==> config.mk <==
export PLATFORM = sky130hd
export DESIGN_NAME = uart_rx_cfg
export DESIGN_NICKNAME = d
export VERILOG_FILES = /design/src/rtl/uart_rx_cfg.sv
export SDC_FILE = /design/constraint.sdc
export NUM_CORES = 1
export LEC_CHECK = 0
export ABC_AREA = 0
export CORE_MARGIN = 3
export CORE_UTILIZATION = 29
export DETAILED_ROUTE_END_ITERATION = 12
export PLACE_DENSITY = 0.49
export SYNTH_ARGS = -nofsm -noshare
export SYNTH_HDL_FRONTEND = slang
export SYNTH_SLANG_ARGS = --single-unit
==> constraint.sdc <==
create_clock -name clk -period 1.85 [get_ports clk]
set_input_delay 0.2775 -clock clk [delete_from_list [all_inputs] [get_ports clk]]
set_output_delay 0.2775 -clock clk [all_outputs]
set_load 0.02 [all_outputs]
==> src/rtl/uart_rx_cfg.sv <==
// Configurable UART receiver: start-bit validation, LSB-first payload, optional
// parity, one or two stop bits, and a valid/ready output with overrun reporting.
module uart_rx_cfg #(
   parameter int unsigned CLK_FREQ  = 50_000_000,
   parameter int unsigned BAUD      = 9600,
   parameter int unsigned DATA_BITS = 8,
   parameter int unsigned PARITY    = 0,
   parameter int unsigned STOP_BITS = 1
) (
   input  logic                 clk,
   input  logic                 rst,
   input  logic                 rx,
   output logic [DATA_BITS-1:0] data_out,
   output logic                 valid,
   input  logic                 ready,
   output logic                 parity_err,
   output logic                 frame_err,
   output logic                 overrun,
   output logic                 busy
);

   localparam int unsigned CPB   = CLK_FREQ / BAUD;
   localparam int unsigned HALF  = CPB / 2;
   localparam int unsigned CNT_W = (CPB > 1) ? $clog2(CPB) : 1;
   // Wide enough for both the data-bit and stop-bit indices.
   localparam int unsigned BIT_W = $clog2(DATA_BITS + 1);

   localparam logic [CNT_W-1:0] CNT_MID   = CNT_W'(CPB - 1);
   localparam logic [CNT_W-1:0] CNT_HALF  = CNT_W'(HALF - 1);
   localparam logic [BIT_W-1:0] LAST_DATA = BIT_W'(DATA_BITS - 1);
   localparam logic [BIT_W-1:0] LAST_STOP = BIT_W'(STOP_BITS - 1);
   localparam logic             ODD_PAR   = (PARITY == 1);

   typedef enum logic [2:0] {StIdle, StStart, StData, StPar, StStop} state_t;

   state_t                 state_q;
   logic [CNT_W-1:0]       cnt_q;
   logic [BIT_W-1:0]       bit_q;
   logic [DATA_BITS-1:0]   shift_q;
   logic                   par_err_q;
   logic                   frm_err_q;
   logic                   rx_meta_q;
   logic                   rxs_q;
   logic                   rxs_prev_q;
   logic                   fall;
   logic                   par_exp;

   assign fall    = rxs_prev_q & ~rxs_q;
   assign par_exp = (^shift_q) ^ ODD_PAR;

   // Two-flop synchroniser plus one history flop for falling-edge detection.
   always_ff @(posedge clk or posedge rst) begin
      if (rst) begin
         rx_meta_q  <= 1'b1;
         rxs_q      <= 1'b1;
         rxs_prev_q <= 1'b1;
      end else begin
         rx_meta_q  <= rx;
         rxs_q      <= rx_meta_q;
         rxs_prev_q <= rxs_q;
      end
   end

   // Receive FSM with registered outputs and the commit/handshake logic.
   always_ff @(posedge clk or posedge rst) begin
      if (rst) begin
         state_q    <= StIdle;
         cnt_q      <= '0;
         bit_q      <= '0;
         shift_q    <= '0;
         par_err_q  <= 1'b0;
         frm_err_q  <= 1'b0;
         data_out   <= '0;
         valid      <= 1'b0;
         parity_err <= 1'b0;
         frame_err  <= 1'b0;
         overrun    <= 1'b0;
         busy       <= 1'b0;
      end else begin
         overrun <= 1'b0;
         if (valid && ready) valid <= 1'b0;

         case (state_q)
            StIdle: begin
               if (fall) begin
                  state_q   <= StStart;
                  cnt_q     <= '0;
                  bit_q     <= '0;
                  par_err_q <= 1'b0;
                  frm_err_q <= 1'b0;
                  busy      <= 1'b1;
               end
            end
            StStart: begin
               if (cnt_q == CNT_HALF) begin
                  cnt_q <= '0;
                  if (rxs_q) begin
                     // Line back high at mid start bit: treat as a glitch.
                     state_q <= StIdle;
                     busy    <= 1'b0;
                  end else begin
                     state_q <= StData;
                  end
               end else begin
                  cnt_q <= cnt_q + CNT_W'(1);
               end
            end
            StData: begin
               if (cnt_q == CNT_MID) begin
                  cnt_q   <= '0;
                  shift_q <= {rxs_q, shift_q[DATA_BITS-1:1]};
                  if (bit_q == LAST_DATA) begin
                     bit_q   <= '0;
                     state_q <= (PARITY != 0) ? StPar : StStop;
                  end else begin
                     bit_q <= bit_q + BIT_W'(1);
                  end
               end else begin
                  cnt_q <= cnt_q + CNT_W'(1);
               end
            end
            StPar: begin
               if (cnt_q == CNT_MID) begin
                  cnt_q     <= '0;
                  par_err_q <= (rxs_q != par_exp);
                  state_q   <= StStop;
               end else begin
                  cnt_q <= cnt_q + CNT_W'(1);
               end
            end
            StStop: begin
               if (cnt_q == CNT_MID) begin
                  cnt_q <= '0;
                  if (bit_q == LAST_STOP) begin
                     // Leave mid stop bit so a following start edge is caught.
                     state_q <= StIdle;
                     busy    <= 1'b0;
                     if (!valid || ready) begin
                        data_out   <= shift_q;
                        parity_err <= par_err_q;
                        frame_err  <= frm_err_q | ~rxs_q;
                        valid      <= 1'b1;
                     end else begin
                        overrun <= 1'b1;
                     end
                  end else begin
                     bit_q     <= bit_q + BIT_W'(1);
                     frm_err_q <= frm_err_q | ~rxs_q;
                  end
               end else begin
                  cnt_q <= cnt_q + CNT_W'(1);
               end
            end
            default: begin
               state_q <= StIdle;
               busy    <= 1'b0;
            end
         endcase
      end
   end

endmodule
==> flow_summary.json <==
{
  "status": "finished clean",
  "path_delay_family": "compound AO/OA/AOI/OAI gates",
  "wl_per_cell_um": 14.3,
  "synthAdderAreaFrac_pct": 1.57,
  "final_cells": 382,
  "root_buffer": "clkbuf_8",
  "core_sq_mm": 0.00785,
  "io_pins": 17,
  "top_layer": "met4",
  "synth_area_leaders": "dfrtp_1, mux2_1, mux2_2",
  "clock-sinks": 46,
  "drive_gt1_share_pct": 31.1,
  "finalSetupViolCount": 0,
  "dr_total_vias": 1842,
  "dr.first_iter.drc_count": 79,
  "drc": 0,
  "ant_nets": 0,
  "ir_drop_mv": 0.427,
  "clock_latency_ns": 0.31,
  "dp_hpwl_um": 3900,
  "finalHoldViolations": 0,
  "drt-vias-per-instance": 4.82,
  "fp-row-count": 32,
  "cp_data_arrival_time_ns": 2.04,
  "dieArea_sq_mm": 0.00937,
  "synthSimpleGateAreaFrac_pct": 21.6,
  "cts_tree": "built",
  "area_growth_pct": 31.5,
  "cp_slowest_stage_delay_ns": 0.37,
  "worstSetupStartpointType": "flop",
  "ys_warn_count": 0,
  "syn_nets": 233,
  "crit_type": "reg2reg",
  "die_h_um": 96.8,
  "critical_path.max_fanout": 14,
  "start_util_pct": 30.5,
  "place_inst": 371,
  "synth_enable_flop_cells": 0,
  "netlist_area_sq_mm": 0.00239,
  "synth_compound_area_share_pct": 12.3,
  "port_buffers": 16,
  "yosys.area.top_type_share_pct": 45.0,
  "finalCritPeriodShare_pct": 99.2,
  "post-route-util_pct": 40.0,
  "worstHoldPathType": "in2async",
  "end_kind": "flop",
  "syn_avg_cell_area_sq_um": 10.6,
  "antenna_found_initial": 0,
  "path_clk_slew_ns": 0.09,
  "ys.flop_type": "dfrtp_1",
  "finalCriticalPeriod_ns": 1.83,
  "relSlewSlack_pct": 73.8,
  "dieWidth_um": 96.8,
  "grt_pass1_vias": 1866,
  "max_freq_mhz": 545,
  "grt.total_usage_pct": 12.2,
  "yosys.area.top_type": "dfrtp_1",
  "worstPathRequired_ns": 2.05,
  "dr_wl_met3_um": 121,
  "cap_viol_max_count": 0,
  "holdWs_ns": 0.305,
  "yosysMostFrequentCell": "dfrtp_1",
  "wl_met2_um": 2710,
  "grt_setup_unrepaired": "true",
  "diodes": 0,
  "synth.distinct_cells": 54,
  "tightest_slew_ns": 0.389,
  "fillers": 778,
  "grt_overflow": 0,
  "synth_seq_cells": 46,
  "dr.pass1.iters": 4,
  "hold_buffers": 0,
  "crit_slowest_cell": "dfrtp_1",
  "clock_path_buffers": 2,
  "final_design_area_no_fill_sq_mm": 0.00314,
  "finClkSkew_ns": 0.00828,
  "grt_max_degree": 47,
  "synthMuxAreaShare_pct": 8.43,
  "htreeDepth": 2,
  "drv_slew": 0,
  "drt_wl_total_um": 5460,
  "ys_seq_area_share_pct": 48.3,
  "synth_common_cells": "dfrtp_1, nand2_1, nor2_1, a21oi_1, nand3_1",
  "reg2reg_slack_ns": 0.02,
  "power_density_mw_per_mm2": 892,
  "fin_nets": 286,
  "crit_path_cell_trace": "ha_1, nor3b_4, nand4_1, a32o_2, buf_12, a21o_1, a22o_1",
  "synth_top_family_by_area": "simple AND/OR/NAND/NOR gates",
  "synth_xor_area_share_pct": 4.03,
  "path_buf_inv": 1,
  "p_leak_nw": 1.40,
  "drt-met1-wl_um": 2600,
  "async_flop_share_pct": 100,
  "gp_congestion": 0.734,
  "grt_pass1_wl_um": 9360,
  "numCtsBuffers": 5,
  "syn_inst": 226,
  "placed_area_sq_mm": 0.00295
}
[stage by stage]
step / setup WS [ns] / total power [mW] / TNS, ns
final: 0.0153 / 2.80 / 0
after global placement: -0.106 / 2.10 / -1.10
after global routing: -0.0934 / 2.99 / -1.01
after floorplan: 0.00319 / 1.71 / 0
after detailed placement: -0.0723 / 2.09 / -0.746
after CTS: -0.00735 / 2.80 / -0.0108
[placed cells by master (no fill, tap or decap), types with 3 or more instances in the layout]
master            n
dfrtp_1          42
buf_4            35
nand2_1          18
nor2_1           16
clkdlybuf4s50_1  16
nand3_1          11
a21oi_1          10
xnor2_1           9
mux2_2            8
o21ai_0           7
a22o_1            6
mux2_4            6
nor2b_1           5
a31oi_1           5
clkbuf_8          5
buf_12            5
nand2b_1          4
a21o_1            4
nor3_1            4
inv_1             4
nand4_1           3
and3_1            3
mux2_1            3
o31ai_1           3
ha_1              3
dfstp_2           3
[layout make-up]
class / instances / area [sq um] / share of cell area (%)
Clock buffer: 5 / 68.8 / 2.19
Sequential cell: 46 / 1160 / 36.8
Timing Repair Buffer: 56 / 523 / 16.6
Tap cell: 102 / 128 / 4.06
Inverter: 5 / 18.8 / 0.597
Clock inverter: 3 / 23.8 / 0.757
Multi-Input combinational cell: 165 / 1220 / 38.9
[flip-flops by register name (all words and copies together), names as in the netlist]
register    flops
cnt_q          13
data_out        8
shift_q         8
bit_q           4
state_q         3
busy            1
frame_err       1
frm_err_q       1
overrun         1
par_err_q       1
parity_err      1
rx_meta_q       1
rxs_prev_q      1
rxs_q           1
valid           1
[report_power, final]
part           switching [mW]  total (mW)  internal (mW)
clock                   0.387       0.658          0.271
sequential             0.0786        1.20           1.12
combinational           0.449       0.946          0.498
[worst reg2reg max path, delay by kind of cell (launching register included)]
family | cells | cell delay [ns]
AO/OA/AOI/OAI | 3 | 0.66
adder cells (fa/ha/maj) | 1 | 0.17
buffers and inverters | 1 | 0.16
flip-flops | 1 | 0.37
AND/OR/NAND/NOR | 2 | 0.37
[per-layer routing]
layer	GRT usage [%]	vias to the layer above
li1	-	920
met1	16.0	905
met2	20.0	14
met3	3.68	3
met4	2.59	0
met5	0	-
[logic make-up after synthesis]
logic type / count (synthesis)
AND/OR/NAND/NOR: 89
flip-flops: 46
AO/OA/AOI/OAI: 44
multiplexers: 18
buffers and inverters: 15
XOR/XNOR: 11
adder cells (fa/ha/maj): 3
[what timing repair did]
action,in CTS,in global routing
endpoints found under the setup margin,21,24
setup buffers,1,2
pin swaps,2,0
resized for setup,4,15
[path summary, 6_finish.rpt]
kind | depth (start not counted) | startpoint | endpoint
min in group clk | 0 | rx_meta_q | rxs_q
max in group asynchronous | 3 | rst | rxs_prev_q
max | 7 | cnt_q[0] | cnt_q[4]
max reg2reg | 7 | cnt_q[0] | cnt_q[4]
min | 3 | rst | cnt_q[9]
min reg2reg | 0 | rx_meta_q | rxs_q
Note: power is estimated with default switching activity, not from simulation.
